File: config.mk
export PLATFORM = sky130hd
export DESIGN_NAME = uart_rx
export DESIGN_NICKNAME = d
export VERILOG_FILES = /design/src/rtl/uart_pkg.sv /design/src/rtl/uart_rx_sync.sv /design/src/rtl/uart_rx.sv
export SDC_FILE = /design/constraint.sdc
export NUM_CORES = 1
export LEC_CHECK = 0
export ABC_AREA = 1
export CAP_MARGIN = 20
export CELL_PAD_IN_SITES_DETAIL_PLACEMENT = 2
export CELL_PAD_IN_SITES_GLOBAL_PLACEMENT = 2
export CORE_MARGIN = 2
export CORE_UTILIZATION = 30
export CTS_BUF_LIST = sky130_fd_sc_hd__clkbuf_4 sky130_fd_sc_hd__clkbuf_8 sky130_fd_sc_hd__clkbuf_16
export DETAILED_ROUTE_END_ITERATION = 16
export HOLD_SLACK_MARGIN = 0.06
export PLACE_DENSITY = 0.78
export REMOVE_ABC_BUFFERS = 1
export SYNTH_ARGS = -nofsm -noshare
export SYNTH_HDL_FRONTEND = slang
export SYNTH_SLANG_ARGS = --single-unit
export TNS_END_PERCENT = 100
File: constraint.sdc
create_clock -name clk -period 2.1 [get_ports clk]
set_input_delay 0.315 -clock clk [delete_from_list [all_inputs] [get_ports clk]]
set_output_delay 0.315 -clock clk [all_outputs]
set_load 0.005 [all_outputs]
File: src/rtl/uart_pkg.sv
// Shared UART definitions: frame geometry, receiver state encoding and baud divisor.
// The transmitter uses the same package for its baud divisor and frame constants.
package uart_pkg;

    localparam int DATA_BITS  = 8;
    localparam int FRAME_BITS = 10;

    typedef enum logic [1:0] {
        IDLE  = 2'd0,
        START = 2'd1,
        DATA  = 2'd2,
        STOP  = 2'd3
    } uart_state_t;

    function automatic int calc_baud_cnt(input int clk_freq, input int baud);
        return clk_freq / baud;
    endfunction

endpackage

File: src/rtl/uart_rx_sync.sv
// Brings the asynchronous serial line into clk: two-flop synchroniser plus
// a previous-value flop for falling-edge detection. All flops reset to idle-high.
module uart_rx_sync
(
    input  logic clk,
    input  logic rst_n,
    input  logic rs232_rx,
    output logic rx_sync,
    output logic rx_fall
);

    logic meta_q;
    logic sync_q;
    logic prev_q;

    always_ff @(posedge clk or negedge rst_n) begin
        if (!rst_n) begin
            meta_q <= 1'b1;
            sync_q <= 1'b1;
            prev_q <= 1'b1;
        end else begin
            meta_q <= rs232_rx;
            sync_q <= meta_q;
            prev_q <= sync_q;
        end
    end

    assign rx_sync = sync_q;
    assign rx_fall = prev_q & ~sync_q;

endmodule

File: src/rtl/uart_rx.sv
// 8N1 UART receiver: start-edge detection, mid-bit sampling on an internal
// baud counter, one-cycle done / framing-error strobes.
//
// state | meaning
// IDLE  | line idle, waiting for a synchronised 1->0 edge
// START | counting to mid start bit; a high sample there is a glitch
// DATA  | sampling eight data bits LSB first, one per bit period
// STOP  | sampling the stop bit; high delivers the byte, low flags an error
module uart_rx
    import uart_pkg::*;
#(
    parameter int CLK_FREQ = 50_000_000,
    parameter int BAUD     = 9600
)(
    input  logic       clk,
    input  logic       rst_n,
    input  logic       rs232_rx,
    output logic [7:0] rx_d,
    output logic       rx_done,
    output logic       rx_err,
    output logic       rx_busy,
    output logic [3:0] rx_num
);

    localparam int BAUD_CNT = calc_baud_cnt(CLK_FREQ, BAUD);
    localparam int HALF_CNT = BAUD_CNT / 2;
    localparam int CNT_W    = $clog2(BAUD_CNT) + 1;

    localparam logic [CNT_W-1:0] BIT_LAST  = CNT_W'(BAUD_CNT - 1);
    localparam logic [CNT_W-1:0] HALF_LAST = CNT_W'(HALF_CNT - 1);
    localparam logic [3:0]       NUM_DLAST = 4'(DATA_BITS);
    localparam logic [3:0]       NUM_STOP  = 4'(FRAME_BITS - 1);

    logic                 rx_sync;
    logic                 rx_fall;
    uart_state_t          state_q;
    logic [CNT_W-1:0]     cnt_q;
    logic [CNT_W-1:0]     cnt_d;
    logic [DATA_BITS-1:0] shift_q;
    logic [7:0]           rx_d_q;
    logic                 rx_done_q;
    logic                 rx_err_q;
    logic                 rx_busy_q;
    logic [3:0]           rx_num_q;

    uart_rx_sync u_sync (
        .clk      (clk),
        .rst_n    (rst_n),
        .rs232_rx (rs232_rx),
        .rx_sync  (rx_sync),
        .rx_fall  (rx_fall)
    );

    always_comb begin
        cnt_d = cnt_q + CNT_W'(1);
    end

    always_ff @(posedge clk or negedge rst_n) begin
        if (!rst_n) begin
            state_q   <= IDLE;
            cnt_q     <= '0;
            shift_q   <= '0;
            rx_d_q    <= 8'h00;
            rx_done_q <= 1'b0;
            rx_err_q  <= 1'b0;
            rx_busy_q <= 1'b0;
            rx_num_q  <= 4'd0;
        end else begin
            rx_done_q <= 1'b0;
            rx_err_q  <= 1'b0;
            cnt_q     <= cnt_d;
            case (state_q)
                IDLE: begin
                    cnt_q <= '0;
                    if (rx_fall) begin
                        rx_busy_q <= 1'b1;
                        rx_num_q  <= 4'd0;
                        state_q   <= START;
                    end
                end
                START: begin
                    if (cnt_q == HALF_LAST) begin
                        if (!rx_sync) begin
                            cnt_q    <= '0;
                            rx_num_q <= 4'd1;
                            state_q  <= DATA;
                        end else begin
                            rx_busy_q <= 1'b0;
                            state_q   <= IDLE;
                        end
                    end
                end
                DATA: begin
                    if (cnt_q == BIT_LAST) begin
                        cnt_q   <= '0;
                        shift_q <= {rx_sync, shift_q[DATA_BITS-1:1]};
                        if (rx_num_q == NUM_DLAST) begin
                            rx_num_q <= NUM_STOP;
                            state_q  <= STOP;
                        end else begin
                            rx_num_q <= rx_num_q + 4'd1;
                        end
                    end
                end
                STOP: begin
                    // Leave at mid-stop-bit so a back-to-back start edge is not missed.
                    if (cnt_q == BIT_LAST) begin
                        cnt_q     <= '0;
                        rx_busy_q <= 1'b0;
                        rx_num_q  <= 4'd0;
                        state_q   <= IDLE;
                        if (rx_sync) begin
                            rx_d_q    <= shift_q;
                            rx_done_q <= 1'b1;
                        end else begin
                            rx_err_q  <= 1'b1;
                        end
                    end
                end
                default: state_q <= IDLE;
            endcase
        end
    end

    assign rx_d    = rx_d_q;
    assign rx_done = rx_done_q;
    assign rx_err  = rx_err_q;
    assign rx_busy = rx_busy_q;
    assign rx_num  = rx_num_q;

endmodule

After elaboration in Yosys (flattened, before gate mapping)
Index checks and enable logic that the tools add are counted.
{ "word_totals": {"in_bits": 3, "wordCells": 65, "rom_bits": 0, "ramBits": 0, "out_inout_bits": 15, "ff_bits": 42, "n_memories": 0, "latchBits": 0} }
{ "op_classes": {"eq_ne": 13, "multipliers": 0, "n_lt_le_gt_ge": 0, "shift": 0, "n_mux": 29, "n_div": 0, "add_sub_neg": 2, "n_bitwise": 2, "n_reduce_logical": 8} }
{ "op_table": {"columns": ["op", "n"], "rows": [
  ["$mux 14", 3],
  ["$pmux 14 s3", 1],
  ["$mux 4", 6],
  ["$pmux 4 s4", 1],
  ["$reduce_and 5->1", 3],
  ["$add 14x1->14 const B", 1],
  ["$eq 14x12->1 const B", 1],
  ["$eq 14x13->1 const B", 1],
  ["$mux 2", 6],
  ["$ne 2x2->1 const B", 6],
  ["$mux 1", 10],
  ["$pmux 2 s4", 1],
  ["$add 4x1->4 const B", 1],
  ["$eq 2x2->1 const B", 2],
  ["$eq 4x4->1 const B", 1],
  ["$pmux 1 s3", 1],
  ["$reduce_and 3->1", 1],
  ["$reduce_bool 3->1", 1],
  ["$eq 2x1->1 const B", 1],
  ["$logic_not 2->1", 1],
  ["$ne 2x1->1 const B", 1],
  ["$reduce_and 2->1", 1],
  ["$reduce_or 2->1", 1],
  ["$and 1x1->1", 1],
  ["$not 1->1", 1]
]} }

Longest topological paths before layout
Gate-level depths: netlist of run 1.
{ "logic_depth": {"depth_word": 4, "ltp_mapped": 12, "mapped_depth_nobuf": 12} }

Modules after synthesis
From an unflattened synthesis of run 1, not the netlist that was laid out.
{ "unflattened": {"cells_unflattened": 257, "hier_area_um2": 2137.0} }
{ "by_module_without_submodules": {"columns": ["mod", "seq_area_each_um2", "n_inst", "cells_each", "area_each_um2"], "rows": [
  ["uart_rx", 975.9, 1, 252, 2048.2],
  ["uart_rx_sync", 78.8, 1, 5, 88.8]
]} }

Worst setup path after synthesis of run 1
Ideal clock, no wire load.
{ "synth_path": {"kind": "flip-flop to flip-flop", "from": "register cnt_q[0]", "to": "register cnt_q[11]", "arrival_time_ns": 1.423, "setup_slack_ns": 0.551, "setup_time_ns": 0.126, "required_ns": 1.974, "stages_incl_launch_ff": 10, "cell_sequence": "dfrtp_1 > ha_1 > nand2_1 > nor2_2 > nand2_2 > nand2_2 > nand2_4 > o21bai_4 > buf_6 > nor2_2"} }
{ "synth_via": {"elab_chain_len": 4} }
{ "synth_lines": {"columns": ["element", "line", "text"], "rows": [
  ["from (decl)", "uart_rx.sv:37", "logic [CNT_W-1:0] cnt_q;"],
  ["from (signal assigned)", "uart_rx.sv:71", "cnt_q <= cnt_d;"],
  ["$add 14x1->14", "uart_rx.sv:55", "cnt_d = cnt_q + CNT_W'(1);"],
  ["$mux 14", "uart_rx.sv:83", "if (!rx_sync) begin"],
  ["$mux 14", "uart_rx.sv:82", "if (cnt_q == HALF_LAST) begin"],
  ["$pmux 14 s3 *", "uart_rx.sv:72", "case (state_q)"]
]} }
Mark *: on every way between the ends. The rest lies on a longest branch, timed or not.
A chain may end at the register's enable or synchronous reset.

Worst setup path after layout of run 1
{ "layout_path": {"from": "register cnt_q[0]", "to": "register cnt_q[5]"} }
The elaborated chain is that of the path after synthesis.

==> key figures, run 1 <==
GRT
  • Vias in the first global route: 2027
  • Initial antenna violation count: 0
  • Total GRT Usage: 16.09%
  • Largest net degree at the start of global routing: 22
  • Overflow after GRT: 0
  • Global-route wire length before repair: 9687 um

Worst setup path
  • Maximum fanout along the worst path: 12
  • Critical path type: flip-flop to flip-flop
  • CP arrival: 2.08 ns
  • R2R cell count: 9
  • Setup crit end kind: flip-flop
  • Critical Path RT: 2.29 ns
  • CP Launch Type: flip-flop

Clock network
  • Clock slew at reported path FFs: 0.09 ns
  • Clk_lat worst skew: 0.30 ns
  • Clock tree buffer depth: 2
  • Clock tree from TritonCTS: yes
  • Root Buffer: clkbuf_8
  • PostCTS Resize Cnt: 0
  • CTS sink cnt: 42
  • Num CTS Buffers: 5
  • H-tree depth: 2

Floorplanning
  • Row cnt: 30
  • Die Y: 88.97 um
  • Io pins: 18
  • Die area: 0.007915 mm^2
  • Initial Utilization: 31.36%
  • Core Area: 0.006907 mm^2
  • Die width: 88.97 um

Placement
  • Port Buf Inserts: 17
  • Post-DP HPWL: 4292 um
  • Placed Instance Area: 0.002462 mm^2
  • Routability congestion estimate: 0.8230

Yosys
  • Ys async rst share: 100.0%
  • Post-synth EDFFs: 0
  • YS warnings: 0
  • Main synth FF type: dfrtp_1
  • Seq/Total Area, Yosys: 48.70%
  • Cells after Synth: 264
  • Distinct cells, synth: 28
  • #FFs+latches synth: 42
  • Mapped Avg Cell Area: 8.204 um^2
  • Synthesized area: 0.002166 mm^2

Routing
  • Average routed wire per standard cell: 14.35 um
  • WL final: 5568 um
  • Via density per instance: 4.626
  • DRC viols: 0
  • Iter 0 DRT Violations: 66
  • Antenna viol nets, final: 0
  • DRT Pass-1 Iters: 3
  • Via count: 1795

Timing
  • Endpoints failing hold: 0
  • Final worst path period need: 1.890 ns
  • Fmax: 529.0 MHz
  • Unrepaired setup endpoints after global routing: no
  • Hold WS: 0.3633 ns
  • Worst-Margin Slew: 0.5008 ns
  • Final slew viol count: 0
  • Setup TNS: 0 ns
  • Final period util: 90.02%
  • Worst clock skew: 0.004036 ns
  • Relative slew slack: 66.62%
  • Final Setup Violations: 0

Min path
  • Min-Delay Path Class: flip-flop to flip-flop
  • Min-Delay Path Depth: 0

Power
  • Leak: 1.154 nW
  • Pwr Total: 2.329 mW
  • Peak VDD IR: 0.7121 mV
  • Pwr dens: 907.6 mW/mm^2

Run
  • Max-cap violations: 0

Layout
  • Antenna Cells: 0
  • Area grow syn2layout: 18.49%
  • Layout cells sized above 1: 13.01%
  • NumNets Final: 302
  • Final instance area: 0.002566 mm^2

Outcome
  • Status: completed
[cells by family (layout without fill, tap and decap cells)]
family | Yosys count | after routing | share of synthesized area (%)
DFF | 42 | 42 | 48.70
xor gates and xnor gates | 6 | 6 | 2.426
buffers and inverters | 43 | 71 | 8.145
AOI/OAI and AO/OA | 34 | 34 | 9.070
and+or+nand+nor | 131 | 131 | 27.04
adders and majority gates | 8 | 8 | 4.622
[cells in the mapped netlist (2+ instances only)]
cell | number | share of area [%]
a21oi_1 | 2 | 0.46
xor2_1 | 5 | 2.0
dfrtp_1 | 39 | 45
inv_1 | 39 | 6.8
o21bai_1 | 2 | 0.69
o21ai_1 | 8 | 1.8
o21ai_0 | 18 | 4.2
nor3_1 | 4 | 0.92
nor4_1 | 2 | 0.58
nand2_1 | 63 | 11
nand2_2 | 4 | 1.2
nand4_1 | 3 | 0.87
nand3_1 | 15 | 3.5
nor2_2 | 13 | 3.8
nor2_1 | 23 | 4.0
buf_6 | 2 | 1.0
dfstp_2 | 3 | 3.6
or2_2 | 2 | 0.58
ha_1 | 8 | 4.6
[cell usage in the layout, fill, tap and decap left out, types with 4 or more instances in the layout]
cell type / count
inv_1: 39
nand3_1: 15
o21ai_0: 18
nor3_1: 4
nand2_1: 63
nand2_2: 4
xor2_1: 5
clkbuf_8: 5
dfrtp_1: 39
nor2_1: 23
o21ai_1: 8
nor2_2: 13
buf_4: 5
ha_1: 8
clkdlybuf4s50_1: 16
[worst max-delay path, stage by stage (launching register included)]
cell and delay [ns]:
dfrtp_1 0.41, ha_1 0.23, nand2_1 0.12, nor2_2 0.21
nand2_2 0.14, nand2_2 0.12, nand2_4 0.10, o21bai_4 0.14
buf_4 0.25, nor2_1 0.07
[metrics by stage]
step / util (%) / setup slack (ns) / cells
3_5_place_dp: 35.65 / 0.2217 / 379
5_1_grt: 37.16 / 0.04166 / 388
4_1_cts: 37.16 / 0.2003 / 388
2_1_floorplan: - / 0.5020 / 261
3_3_place_gp: 35.65 / 0.3430 / 379
6_report: 37.16 / 0.2095 / 388
[area by class of cell]
class,instances,area [um^2]
Fill cell,818,4340
Inverter,40,150.1
Clock inverter,3,25.02
Tap cell,96,120.1
Multi-Input combinational cell,179,934.6
Sequential cell,42,1055
Clock buffer,5,68.82
Timing Repair Buffer,23,212.7
[state kept, by name, indices dropped and copies added, names as in the netlist, named ones only]
name,count
rx_num,4
state_q,1
rx_d,8
cnt_q,14
rx_busy,1
u_sync.meta_q,1
u_sync.rx_sync,1
rx_err,1
shift_q,8
u_sync.prev_q,1
rx_done,1
[report_power, final]
part,total [mW],internal (mW),switching [mW]
registers,0.925,0.868,0.0571
logic,0.844,0.272,0.572
clock network,0.560,0.240,0.320
[per-layer routing]
metal  vias to the layer above  global-route usage (%)  routed length (um)
li1                        885                       -                   -
met1                       888                   20.71                2655
met2                        15                   27.75                2740
met3                         7                   3.047                 104
met4                         0                   4.478                  66
met5                         -                       0                   0
[repair_timing]
| item | in CTS | in global routing |
|---|---|---|
| endpoints found under the hold margin | 18 | 0 |
| hold buffers | 1 | 0 |
| setup buffers | 0 | 0 |
[final timing paths]
check / endpoint / slack, ns / start
max in group asynchronous: u_sync.meta_q$_DFF_PN1_ / 0.96 / rst_n
max reg2reg: cnt_q[5]$_DFF_PN0_ / 0.21 / cnt_q[0]$_DFF_PN0_
max: cnt_q[5]$_DFF_PN0_ / 0.21 / cnt_q[0]$_DFF_PN0_
min reg2reg: u_sync.rx_sync$_DFF_PN1_ / 0.36 / u_sync.meta_q$_DFF_PN1_
min in group asynchronous: cnt_q[9]$_DFF_PN0_ / 0.50 / rst_n
min: u_sync.rx_sync$_DFF_PN1_ / 0.36 / u_sync.meta_q$_DFF_PN1_
Note: power is estimated with default switching activity, not from simulation.
==> run 2, diff against run 1 <==
CORE_UTILIZATION = 34   (was 30)
PLACE_DENSITY = 0.86   (was 0.78)
==> key figures, run 2 (synthesis results as in run 1) <==
Min path
  • Min-Delay Path Class: flip-flop to flip-flop
  • Min-delay src: u_sync.meta_q$_DFF_PN1_

Clock network
  • Setup bufs post-CTS: 0 (unchanged)
  • PostCTS Resize Cnt: 0 (unchanged)
  • Clock slew at reported path FFs: 0.09 ns (about the same)
  • Clock tree from TritonCTS: yes
  • CTS sink cnt: 42 (unchanged)
  • Clk_lat worst skew: 0.30 ns (about the same)
  • H-tree depth: 2 (unchanged)
  • Root Buffer: clkbuf_8
  • Num CTS Buffers: 5 (unchanged)
  • Clock tree buffer depth: 2 (unchanged)

Power
  • Peak VDD IR: 0.4892 mV (-31%)
  • Pwr Total: 2.344 mW (+0.63%)
  • Pwr dens: 921.9 mW/mm^2 (+1.6%)
  • Leak: 1.154 nW (unchanged)

Timing
  • Unrepaired setup endpoints after global routing: no
  • Endpoints failing hold: 0 (unchanged)
  • Final worst path period need: 1.832 ns (-0.05813 ns)
  • Fmax: 545.7 MHz (+3.2%)
  • Final slew viol count: 0 (unchanged)
  • Worst-Margin Slew: 0.4928 ns (-0.007966 ns)
  • Final Setup Violations: 0 (unchanged)
  • Final period util: 87.25% (-2.8 points)
  • Relative slew slack: 66.89% (+0.28 points)
  • Worst clock skew: 0.004906 ns (+0.0008693 ns)
  • Setup TNS: 0 ns (unchanged)

Routing
  • Via density per instance: 4.927 (+6.5%)
  • DRC viols: 0 (unchanged)
  • DRT Pass-1 Iters: 4 (+1)
  • Average routed wire per standard cell: 16.14 um (+12%)
  • Via count: 1818 (+1.3%)
  • Iter 0 DRT Violations: 57 (-14%)
  • Antenna viol nets, final: 0 (unchanged)
  • WL final: 5954 um (+6.9%)

Layout
  • Most flops, register: cnt_q
  • Layout cells sized above 1: 13.01% (unchanged)
  • Area grow syn2layout: 17.39%
  • Register area: 0.001055 mm^2 (unchanged)
  • Most frequent cells in the layout: 63 x nand2_1, 39 x inv_1, 39 x dfrtp_1, 23 x nor2_1, 18 x o21ai_0
  • Final instance area: 0.002542 mm^2 (-0.93%)
  • Max reg flops: 14 (unchanged)
  • Non-Filler Instances: 369 (-4.9%)
  • Antenna Cells: 0 (unchanged)
  • Util after Layout: 40.74% (+3.6 points)
  • Area occupied by multi-input gates: 934.6 um^2 (unchanged)
  • NumNets Final: 302 (unchanged)
  • Most common cell after layout, fill and taps aside: nand2_1
  • Number of fill cells: 727 (-11%)

GRT
  • Vias in the first global route: 2070 (+2.1%)
  • Overflow after GRT: 0 (unchanged)
  • M1 GR Usage: 25.39% (+4.7 points)
  • Global-route wire length before repair: 10660 um (+10%)
  • Top Usage Layer GRT: met2
  • Initial antenna violation count: 0 (unchanged)
  • Largest net degree at the start of global routing: 19 (-14%)
  • Met3 Use GR: 2.967% (-0.080 points)
  • M2 GR Usage: 32.00% (+4.3 points)
  • Total GRT Usage: 18.93% (+2.8 points)

Worst setup path
  • Critical path type: flip-flop to flip-flop
  • Critical Path RT: 2.29 ns (about the same)
  • CP arrival: 2.02 ns (-0.06 ns)
  • Critical Path Start: cnt_q[0]$_DFF_PN0_
  • Crit Reg-Reg Startpoint: cnt_q[0]$_DFF_PN0_
  • Maximum fanout along the worst path: 12 (unchanged)
  • CP Launch Type: flip-flop
  • Setup crit end kind: flip-flop

Floorplanning
  • Die Y: 83.81 um (-5.8%)
  • Initial Utilization: 34.70% (+3.3 points)
  • Row cnt: 29 (-3.3%)
  • Io pins: 18 (unchanged)
  • Die area: 0.007024 mm^2 (-11%)
  • Core Area: 0.006241 mm^2 (-9.6%)
  • Die width: 83.81 um (-5.8%)

Placement
  • Routability congestion estimate: 0.8260 (+0.36%)
  • Placed cell count: 360 (-5.0%)
  • Port Buf Inserts: 17 (unchanged)
  • Post-DP HPWL: 4416 um (+2.9%)
  • Placed Instance Area: 0.002439 mm^2 (-0.97%)

Outcome
  • Status: completed

Run
  • Max-cap violations: 0 (unchanged)
==> run 2: cell counts in the layout (fill, tap and decap cells not counted) <==
No cell type changed its count.
==> run 2: final timing paths <==
path | to | slack [ns] | cells after the start
worst max register to register | cnt_q[5]$_DFF_PN0_ | 0.27 | 9
max in group asynchronous | u_sync.rx_sync$_DFF_PN1_ | 1.08 | 3
worst max-delay path | cnt_q[5]$_DFF_PN0_ | 0.27 | 9
worst min-delay path | u_sync.rx_sync$_DFF_PN1_ | 0.36 | 0
worst min register to register | u_sync.rx_sync$_DFF_PN1_ | 0.36 | 0
min in group asynchronous | cnt_q[9]$_DFF_PN0_ | 0.44 | 2
==> run 2: cell type report <==
| cell class | instances | share of cell area, % |
|---|---|---|
| inverters | 40 | 5.906 |
| multi-input cells | 179 | 36.76 |
| clock inverters | 3 | 0.9843 |
| clock buffers | 5 | 2.707 |
| repair buffers | 23 | 8.366 |
| flip-flops and latches | 42 | 41.49 |
| well taps | 77 | 3.789 |
==> run 2: timing repair <==
action | 4_1_cts | 5_1_grt
endpoints found under the hold margin | 11 | 0
hold buffers | 1 | 0
endpoints found under the setup margin | 0 | 0
==> run 2: through the flow <==
step           hold WS (ns)  setup WS (ns)
3_3_place_gp         0.2432         0.3438
4_1_cts              0.3652         0.2453
2_1_floorplan       0.01941         0.5020
3_5_place_dp         0.2520         0.2743
5_1_grt              0.3730         0.1062
6_report             0.3642         0.2676
==> run 2: power by group <==
group	switching (mW)	total [mW]	internal, mW
registers	0.0567	0.925	0.868
clock network	0.319	0.559	0.240
logic	0.589	0.859	0.270
==> run 2: routing by layer <==
metal  up-vias  wire, um
met1       919      2827
met4         0        68
met3         6        93
met5         -         0
li1        880         -
met2        13      2965
==> run 2: worst max-delay path: stages, from the launching register on <==
cell and delay [ns]:
dfrtp_1 0.39, ha_1 0.21, nand2_1 0.12, nor2_2 0.20
nand2_2 0.12, nand2_2 0.09, o21ai_1 0.13, o21bai_4 0.13
buf_4 0.25, nor2_1 0.07
==> run 3, diff against run 2 <==
TNS_END_PERCENT = unset   (was 100)
==> results of run 3 <==
Final layout, timing and power as in run 2 (identical DEF).
